[config.mk]
export PLATFORM = sky130hd
export DESIGN_NAME = spi_adc_rx_multi_flat
export DESIGN_NICKNAME = d
export VERILOG_FILES = /design/src/rtl/spi_adc_rx_multi_if.sv /design/src/rtl/spi_adc_rx_multi.sv /design/src/flat_wrapper.sv
export SDC_FILE = /design/constraint.sdc
export NUM_CORES = 1
export LEC_CHECK = 0
export BUFFER_PORTS_ARGS = -buffer_cell sky130_fd_sc_hd__clkbuf_2
export CORE_ASPECT_RATIO = 1.25
export CORE_MARGIN = 10
export CORE_UTILIZATION = 40
export CTS_CLUSTER_SIZE = 12
export DETAILED_ROUTE_END_ITERATION = 8
export GPL_TIMING_DRIVEN = 0
export PLACE_DENSITY = 0.55
export SETUP_SLACK_MARGIN = 0.1
export SYNTH_ARGS = -nofsm -noshare
export SYNTH_HDL_FRONTEND = slang
export SYNTH_SLANG_ARGS = --single-unit
export TNS_END_PERCENT = 30
[constraint.sdc]
create_clock -name clock -period 4.7 [get_ports clock]
set_input_delay 0.47 -clock clock [delete_from_list [all_inputs] [get_ports clock]]
set_output_delay 0.47 -clock clock [all_outputs]
set_load 0.02 [all_outputs]
[src/rtl/spi_adc_rx_multi_if.sv]
// rtl/spi_adc_rx_multi_if.sv - SPI pins and word/status outputs of the multi-channel ADC receiver
interface spi_adc_rx_multi_if #(
    parameter int DATA_WIDTH = 16,
    parameter int CH_WIDTH   = 4
);
    logic                  spi_clock_in;
    logic                  spi_data_in;
    logic [DATA_WIDTH-1:0] data_out;
    logic [CH_WIDTH-1:0]   channel_out;
    logic                  data_valid;
    logic                  frame_done;
    logic                  timeout_error;
    logic                  busy;

    modport master (
        output spi_clock_in, spi_data_in,
        input  data_out, channel_out, data_valid, frame_done, timeout_error, busy
    );

    modport slave (
        input  spi_clock_in, spi_data_in,
        output data_out, channel_out, data_valid, frame_done, timeout_error, busy
    );
endinterface

[src/rtl/spi_adc_rx_multi.sv]
// rtl/spi_adc_rx_multi.sv - oversampling SPI slave receiver, frames of NUM_CHANNELS tagged words
module spi_adc_rx_multi #(
    parameter int DATA_WIDTH    = 16,
    parameter int NUM_CHANNELS  = 4,
    parameter int CH_WIDTH      = 4,
    parameter int MSB_FIRST     = 1,
    parameter int SAMPLE_RISING = 1,
    parameter int IDLE_TIMEOUT  = 511
) (
    input logic               clock,
    input logic               reset,
    spi_adc_rx_multi_if.slave bus
);
    localparam int                  BW        = $clog2(DATA_WIDTH + 1);
    localparam logic [BW-1:0]       WORD_BITS = BW'(DATA_WIDTH);
    localparam logic [BW-1:0]       ONE_BIT   = BW'(1);
    localparam logic [CH_WIDTH-1:0] LAST_CH   = CH_WIDTH'(NUM_CHANNELS - 1);
    localparam logic [15:0]         TIMEOUT   = 16'(IDLE_TIMEOUT);
    localparam logic                IDLE_LVL  = (SAMPLE_RISING == 0);

    typedef enum logic [1:0] {S_IDLE, S_RECV, S_DONE} state_t;

    state_t                state_q;
    logic                  sck_s1_q, sck_s2_q, sck_s3_q;
    logic                  sdi_s1_q, sdi_s2_q;
    logic [DATA_WIDTH-1:0] shift_q, shift_d, first_d, data_q;
    logic [BW-1:0]         bitcnt_q;
    logic [CH_WIDTH-1:0]   chan_q, chan_out_q;
    logic [15:0]           idle_cnt_q;
    logic                  valid_q, frame_q, tout_q, busy_q;
    logic                  samp_edge;

    assign samp_edge = (SAMPLE_RISING != 0) ? (sck_s2_q & ~sck_s3_q) : (~sck_s2_q & sck_s3_q);

    // first_d restarts a word from an empty register so a leftover word never bleeds in
    always_comb begin
        shift_d = shift_q;
        first_d = '0;
        if (MSB_FIRST != 0) begin
            shift_d = {shift_q[DATA_WIDTH-2:0], sdi_s2_q};
            first_d = {{(DATA_WIDTH-1){1'b0}}, sdi_s2_q};
        end else begin
            shift_d = {sdi_s2_q, shift_q[DATA_WIDTH-1:1]};
            first_d = {sdi_s2_q, {(DATA_WIDTH-1){1'b0}}};
        end
    end

    always_ff @(posedge clock or posedge reset) begin
        if (reset) begin
            state_q    <= S_IDLE;
            sck_s1_q   <= IDLE_LVL;
            sck_s2_q   <= IDLE_LVL;
            sck_s3_q   <= IDLE_LVL;
            sdi_s1_q   <= 1'b0;
            sdi_s2_q   <= 1'b0;
            shift_q    <= '0;
            bitcnt_q   <= '0;
            chan_q     <= '0;
            idle_cnt_q <= '0;
            data_q     <= '0;
            chan_out_q <= '0;
            valid_q    <= 1'b0;
            frame_q    <= 1'b0;
            tout_q     <= 1'b0;
            busy_q     <= 1'b0;
        end else begin
            sck_s1_q <= bus.spi_clock_in;
            sck_s2_q <= sck_s1_q;
            sck_s3_q <= sck_s2_q;
            sdi_s1_q <= bus.spi_data_in;
            sdi_s2_q <= sdi_s1_q;
            valid_q  <= 1'b0;
            frame_q  <= 1'b0;
            tout_q   <= 1'b0;

            case (state_q)
                S_IDLE: begin
                    if (samp_edge) begin
                        state_q    <= S_RECV;
                        busy_q     <= 1'b1;
                        shift_q    <= first_d;
                        bitcnt_q   <= ONE_BIT;
                        chan_q     <= '0;
                        idle_cnt_q <= '0;
                    end
                end
                S_RECV: begin
                    if (bitcnt_q == WORD_BITS) begin
                        data_q     <= shift_q;
                        chan_out_q <= chan_q;
                        valid_q    <= 1'b1;
                        if (chan_q == LAST_CH) begin
                            frame_q    <= 1'b1;
                            chan_q     <= '0;
                            bitcnt_q   <= '0;
                            idle_cnt_q <= '0;
                            state_q    <= S_DONE;
                        end else begin
                            chan_q <= chan_q + 1'b1;
                            if (samp_edge) begin
                                shift_q    <= first_d;
                                bitcnt_q   <= ONE_BIT;
                                idle_cnt_q <= '0;
                            end else begin
                                bitcnt_q   <= '0;
                                idle_cnt_q <= idle_cnt_q + 16'd1;
                            end
                        end
                    end else if (samp_edge) begin
                        // an edge beats an expiring counter in the same cycle
                        shift_q    <= shift_d;
                        bitcnt_q   <= bitcnt_q + 1'b1;
                        idle_cnt_q <= '0;
                    end else if (idle_cnt_q > TIMEOUT) begin
                        tout_q     <= 1'b1;
                        state_q    <= S_IDLE;
                        busy_q     <= 1'b0;
                        shift_q    <= '0;
                        bitcnt_q   <= '0;
                        chan_q     <= '0;
                        idle_cnt_q <= '0;
                    end else begin
                        idle_cnt_q <= idle_cnt_q + 16'd1;
                    end
                end
                S_DONE: begin
                    // the last bit's active phase must end before a new frame can start
                    if (sck_s2_q == IDLE_LVL) begin
                        state_q <= S_IDLE;
                        busy_q  <= 1'b0;
                    end
                end
                default: begin
                    state_q <= S_IDLE;
                    busy_q  <= 1'b0;
                end
            endcase
        end
    end

    assign bus.data_out      = data_q;
    assign bus.channel_out   = chan_out_q;
    assign bus.data_valid    = valid_q;
    assign bus.frame_done    = frame_q;
    assign bus.timeout_error = tout_q;
    assign bus.busy          = busy_q;
endmodule

[src/flat_wrapper.sv]
// flat-port wrapper written by rule: the top's interface ports become plain ports
module spi_adc_rx_multi_flat 
#(
    parameter int DATA_WIDTH    = 16,
    parameter int NUM_CHANNELS  = 4,
    parameter int CH_WIDTH      = 4,
    parameter int MSB_FIRST     = 1,
    parameter int SAMPLE_RISING = 1,
    parameter int IDLE_TIMEOUT  = 511
)
  (clock, reset, bus_spi_clock_in, bus_spi_data_in, bus_data_out, bus_channel_out, bus_data_valid, bus_frame_done, bus_timeout_error, bus_busy);
  spi_adc_rx_multi_if #(.DATA_WIDTH(DATA_WIDTH), .CH_WIDTH(CH_WIDTH)) bus_i ();
  input logic clock;
  input logic reset;
  input wire logic [$bits(bus_i.spi_clock_in)-1:0] bus_spi_clock_in;
  input wire logic [$bits(bus_i.spi_data_in)-1:0] bus_spi_data_in;
  output wire logic [$bits(bus_i.data_out)-1:0] bus_data_out;
  output wire logic [$bits(bus_i.channel_out)-1:0] bus_channel_out;
  output wire logic [$bits(bus_i.data_valid)-1:0] bus_data_valid;
  output wire logic [$bits(bus_i.frame_done)-1:0] bus_frame_done;
  output wire logic [$bits(bus_i.timeout_error)-1:0] bus_timeout_error;
  output wire logic [$bits(bus_i.busy)-1:0] bus_busy;
  assign bus_i.spi_clock_in = bus_spi_clock_in;
  assign bus_i.spi_data_in = bus_spi_data_in;
  assign bus_data_out = bus_i.data_out;
  assign bus_channel_out = bus_i.channel_out;
  assign bus_data_valid = bus_i.data_valid;
  assign bus_frame_done = bus_i.frame_done;
  assign bus_timeout_error = bus_i.timeout_error;
  assign bus_busy = bus_i.busy;
  spi_adc_rx_multi #(.DATA_WIDTH(DATA_WIDTH), .NUM_CHANNELS(NUM_CHANNELS), .CH_WIDTH(CH_WIDTH), .MSB_FIRST(MSB_FIRST), .SAMPLE_RISING(SAMPLE_RISING), .IDLE_TIMEOUT(IDLE_TIMEOUT)) u_core (.clock(clock), .reset(reset), .bus(bus_i));
endmodule
# ---- After elaboration in Yosys (flattened, before gate mapping)
# Cells that the tools add are included.
dict set report word_totals {
  ff_bits 72
  in_bits 4
  out_inout_bits 24
  word_cells 93
}
dict set report classes {
  n_addsub 3
  n_lt_le_gt_ge 1
  eq_ne 14
  n_mux 48
  bitwise_logic 2
  n_reduce_logical 9
}
# op count
set op_table {}
lappend op_table {{16-bit two-way mux} 11}
lappend op_table {{16-bit one-hot mux with 2 select lines} 2}
lappend op_table {{5-bit two-way mux} 5}
lappend op_table {{4-bit two-way mux} 5}
lappend op_table {{16-bit by 1-bit adder with 16-bit output, second input constant} 1}
lappend op_table {{16-bit by 9-bit greater-than comparator with 1-bit output, second input constant} 1}
lappend op_table {{1-bit two-way mux} 15}
lappend op_table {{2-bit two-way mux} 6}
lappend op_table {{5-bit one-hot mux with 2 select lines} 1}
lappend op_table {{5-bit AND reduction} 2}
lappend op_table {{3-bit inequality test, second input constant} 3}
lappend op_table {{4-bit one-hot mux with 2 select lines} 1}
lappend op_table {{2-bit inequality test, second input constant} 3}
lappend op_table {{2-bit one-hot mux with 3 select lines} 1}
lappend op_table {{3-bit AND reduction} 2}
lappend op_table {{5-bit by 1-bit adder with 5-bit output, second input constant} 1}
lappend op_table {{5-bit equality test, second input constant} 1}
lappend op_table {{4-bit by 1-bit adder with 4-bit output, second input constant} 1}
lappend op_table {{4-bit by 2-bit equality test with 1-bit output, second input constant} 1}
lappend op_table {{2-bit by 1-bit inequality test with 1-bit output, second input constant} 2}
lappend op_table {{4-bit by 1-bit inequality test with 1-bit output, second input constant} 1}
lappend op_table {{2-bit AND reduction} 2}
lappend op_table {{4-bit AND reduction} 1}
lappend op_table {{3-bit by 1-bit inequality test with 1-bit output, second input constant} 1}
lappend op_table {{7 further kinds} 7}

# ---- Depth between registers and ports, before layout
dict set report logic_depth {
  ltp_word 6
  depth_mapped 9
  ltp_nobuf 7
}

# ---- Least setup slack after synthesis
# Ideal clock, no wire load.
dict set report synth_path {
  path_type {reg2reg}
  startpoint {register u_core.bitcnt_q[0]}
  endpoint {register u_core.idle_cnt_q[13]}
  setup_time_ns 0.082
  arrival_ns 1.673
  path_slack_ns 2.945
  stages_incl_launch_ff 9
  n_path_buf 2
  synth_period_minus_slack_ns 1.755
  cell_sequence {dfrtp_1 inv_1 ha_1 nor4bb_1 buf_2 a211oi_1 buf_2 a41oi_1 a31oi_1}
}
dict set report synth_between {
  elab_chain_len 3
}
# item line_no
set synth_lines {}
lappend synth_lines {{start, declared} spi_adc_rx_multi.sv:27} ;# logic [BW-1:0] bitcnt_q;
lappend synth_lines {{start signal, assigned} spi_adc_rx_multi.sv:112} ;# bitcnt_q <= bitcnt_q + 1'b1;
lappend synth_lines {{5-bit equality test} spi_adc_rx_multi.sv:88} ;# if (bitcnt_q == WORD_BITS) begin
lappend synth_lines {{16-bit two-way mux} spi_adc_rx_multi.sv:88}
lappend synth_lines {{16-bit one-hot mux with 2 select lines} spi_adc_rx_multi.sv:76} ;# case (state_q)
lappend synth_lines {{end signal, assigned} spi_adc_rx_multi.sv:106} ;# idle_cnt_q <= idle_cnt_q + 16'd1;
lappend synth_lines {{end signal, assigned} spi_adc_rx_multi.sv:123} ;# idle_cnt_q <= idle_cnt_q + 16'd1;
lappend synth_lines {{end, declared} spi_adc_rx_multi.sv:29} ;# logic [15:0] idle_cnt_q;
# No other way between the ends.
# A chain may end at the register's enable or synchronous reset.

# ---- Final worst setup path
dict set report layout_path {
  startpoint {register u_core.chan_q[0]}
  endpoint {register u_core.shift_q[3]}
}
dict set report layout_between {
  elab_chain_len 3
}
# item line_no
set layout_lines {}
lappend layout_lines {{start, declared} spi_adc_rx_multi.sv:28} ;# logic [CH_WIDTH-1:0] chan_q, chan_out_q;
lappend layout_lines {{start signal, assigned} spi_adc_rx_multi.sv:99} ;# chan_q <= chan_q + 1'b1;
lappend layout_lines {{4-bit by 2-bit equality test with 1-bit output} spi_adc_rx_multi.sv:92} ;# if (chan_q == LAST_CH) begin
lappend layout_lines {{3-bit inequality test (no source line)} n/a}
lappend layout_lines {{3-bit AND reduction (no source line)} n/a}
lappend layout_lines {{end signal, assigned} spi_adc_rx_multi.sv:81} ;# shift_q <= first_d;
lappend layout_lines {{end signal, assigned} spi_adc_rx_multi.sv:101} ;# shift_q <= first_d;
lappend layout_lines {{end signal, assigned} spi_adc_rx_multi.sv:111} ;# shift_q <= shift_d;
lappend layout_lines {{end, declared} spi_adc_rx_multi.sv:26} ;# logic [DATA_WIDTH-1:0] shift_q, shift_d, first_d, data_q;
# No other way between the ends.

==> results.ini <==
[timing]
worstMarginPinSlew_ps=825
rsz0062_at_grt=no
whs_ps=61.4
fin_crit_ps=2160
clock-skew-final_ps=12.0
slew_headroom_pct=45.0
timing.fmax_mhz=463
drv_slew=0
period_share_pct=46.0
finalHoldViolations=0
fin_setup_tns_ps=0
setup_viol=0

[final_layout]
drive_above_1_share_pct=16.9
finalNetCount=369
postLayoutCellArea_sq_um=3730
area_growth_pct=14.8
multi_input_area_sq_um=1290
fill_cells=782
seq_area_sq_um=1800
diodes=0

[yosys]
postSynthNetCount=330
synth-main-ff-cell=dfrtp_1
synth.cell_area_sq_um=3250
syn_inst=322
synth_edf_count=0
ys_top_cells_by_area=dfrtp_1 (55%), nand2_1 (8.1%), a22o_1 (5.1%)
synth_top_area_share_pct=55.4
synth.avg_cell_area_sq_um=10.1
ys_async_sr_fraction_pct=100
synth-seq-cells=72
post-synth-top-area-cell=dfrtp_1
ys_warn_count=0
yosysUniqueCellTypes=45
ys_seq_area_share_pct=55.4

[routing]
routed_via_density=5.47
drt_first_pass_iters=4
drc=0
drtIter0Drc=104
dr_total_vias=2520
wirelength_mm=7.34
avgRoutedWirePerCell_um=15.9
drtAntennaViolNets=0

[clocking]
clkTransAtPathRegs_ps=80
cts-root-buf=clkbuf_8
cts_resized=0
clk_latency_ps=350
htree_levels=3
cts_buffers=9
cts_setup_buffers=0
cts_buffer_depth=2
cts_tree=built
cts_hold_buf=0
clock_sinks=72

[power_and_ir_drop]
power_frac_clock_pct=34.9
intPower_mw=1.02
powerDensity_nw_per_um2=378
irDropWorstVdd_mv=0.163
p_leak_nw=1.85
p_sw_mw=0.386
sw_frac_of_total_pct=27.4
pwr-share-comb_pct=11.5
p_total_mw=1.41
p_seq_share_pct=53.6

[critical_path]
critical_path_class=reg -> reg
worstPathRequired_ps=4990
cp_max_fo=10
crit_slowest_cell=nor3b_1
startpoint_type=flop
crit_arrival_ps=2450
end_kind=flop
max_stage_delay_ps=650
crit_path_cell_trace=ha_1 > nor3b_1 > a31oi_1 > o21ai_2 > buf_2 > a22o_1

[global_route]
grt_pass1_vias=2448
globalRouteOverflowTotal=0
antenna_found_initial=0
grt_usage_pct=12.6
grt_max_degree=49
grt_pass1_wl_mm=12.4

[placement]
dp_hpwl_mm=5.07
place.gp.congestion=0.807
place_area_sq_um=3530
portBuffers=27

[status]
status=finished clean

[floorplan]
fp.dieW_um=101
die_area_sq_um=12200
core.rowCount=36
initial_core_util_pct=41.5
die_y_um=121
ios=28
coreArea_sq_um=7840

[job]
maxCapViolCount=0

[min_path]
hp-class=in -> async

-- through the flow --
step / setup slack (ps) / instances / util (%)
floorplan: 2410 / 322 / -
global placement: 1470 / 444 / 44.7
detailed placement: 2550 / 445 / 45.1
CTS: 2510 / 461 / 47.6
global route: 2310 / 461 / 47.6
finish: 2540 / 461 / 47.6
-- state kept, by name (all words and copies together), names as in the netlist, 2 cells and up --
signal / cells
u_core.bitcnt_q: 5
u_core.chan_q: 4
u_core.idle_cnt_q: 16
u_core.shift_q: 16
u_core.state_q: 2
u_core.bus.data_out: 16
u_core.bus.channel_out: 4
-- layout by cell type, fill, tap and decap left out, types with 2 or more instances in the layout --
cell / instances
clkbuf_2: 27
and3_1: 2
a21oi_1: 5
o211ai_1: 2
nor4_1: 3
a221o_1: 2
a22o_1: 19
nor2_1: 6
a32o_1: 3
nor3_1: 6
o21ai_0: 8
a211oi_1: 4
dfrtp_1: 72
ha_1: 4
nand3_1: 13
a21o_1: 3
or3_1: 3
nand4_1: 10
and4_1: 5
clkbuf_8: 10
buf_6: 2
clkbuf_1: 6
nor3b_1: 2
nor2b_1: 4
clkinv_2: 2
a31oi_1: 17
nand2_1: 70
inv_1: 13
o22ai_1: 6
nand2b_1: 5
buf_2: 10
-- synthesized netlist by cell type, types with 6 or more instances --
cell type and instances:
nand3_1 13, o22ai_1 6, buf_2 10, o21ai_0 8, nor3_1 6, a22o_1 19, nand2_1 70, nor2_1 6
dfrtp_1 72, a31oi_1 17, nand4_1 10, inv_1 14
-- layer usage --
metal | share of wire [%] | track usage (%)
met4 | 2.2 | 5.31
met3 | 4.4 | 4.39
met2 | 48 | 20.0
met5 | 0 | 0
met1 | 45 | 15.1
-- worst max-delay path, delay by kind of cell, from the launching register on --
kind	cells	cell delay, ps
buf+inv	1	280
compound gates	3	570
flops	1	410
simple gates	1	650
fa+ha+maj	1	210
-- worst paths after layout --
kind | cells past startpoint | slack [ps] | to | startpoint
min in group clock | 1 | 220 | u_core.sck_s1_q$_DFF_PP0_ | bus_spi_clock_in
setup / recovery | 6 | 2540 | u_core.shift_q[3]$_DFFE_PP0P_ | u_core.chan_q[0]$_DFFE_PP0P_
max in group asynchronous | 3 | 4090 | u_core.sdi_s1_q$_DFF_PP0_ | reset
hold / removal | 2 | 60 | u_core.bus.data_out[3]$_DFFE_PP0P_ | reset
hold reg to reg | 0 | 360 | u_core.sck_s2_q$_DFF_PP0_ | u_core.sck_s1_q$_DFF_PP0_
setup reg to reg | 6 | 2540 | u_core.shift_q[3]$_DFFE_PP0P_ | u_core.chan_q[0]$_DFFE_PP0P_
-- power by group through the flow --
stage / Combinational [mW] / Sequential, mW / Clock, mW
after floorplan: 0.122 / 0.754 / 0
final: 0.162 / 0.756 / 0.492
after detailed placement: 0.166 / 0.766 / 0
after global routing: 0.188 / 0.766 / 0.535
after global placement: 0.158 / 0.765 / 0
after CTS: 0.166 / 0.755 / 0.508
-- logic make-up after synthesis --
logic type | count (synthesis) | synth area share, %
DFF | 72 | 55.4
xor gates and xnor gates | 1 | 0.270
muxes | 1 | 0.308
and+or+nand+nor | 136 | 20.7
AOI/OAI and AO/OA | 75 | 17.0
adders and majority gates | 4 | 1.54
buffers and inverters | 33 | 4.77
-- cell type report --
class / count / area share (%)
multi-input combinational: 217 / 34.6
sequential: 72 / 48.3
tap: 95 / 3.19
clock inverter: 5 / 1.51
buffer: 19 / 2.75
clock buffer: 11 / 3.79
timing repair buffer: 28 / 4.36
inverter: 14 / 1.48
Power figures use the tool's default switching activity.
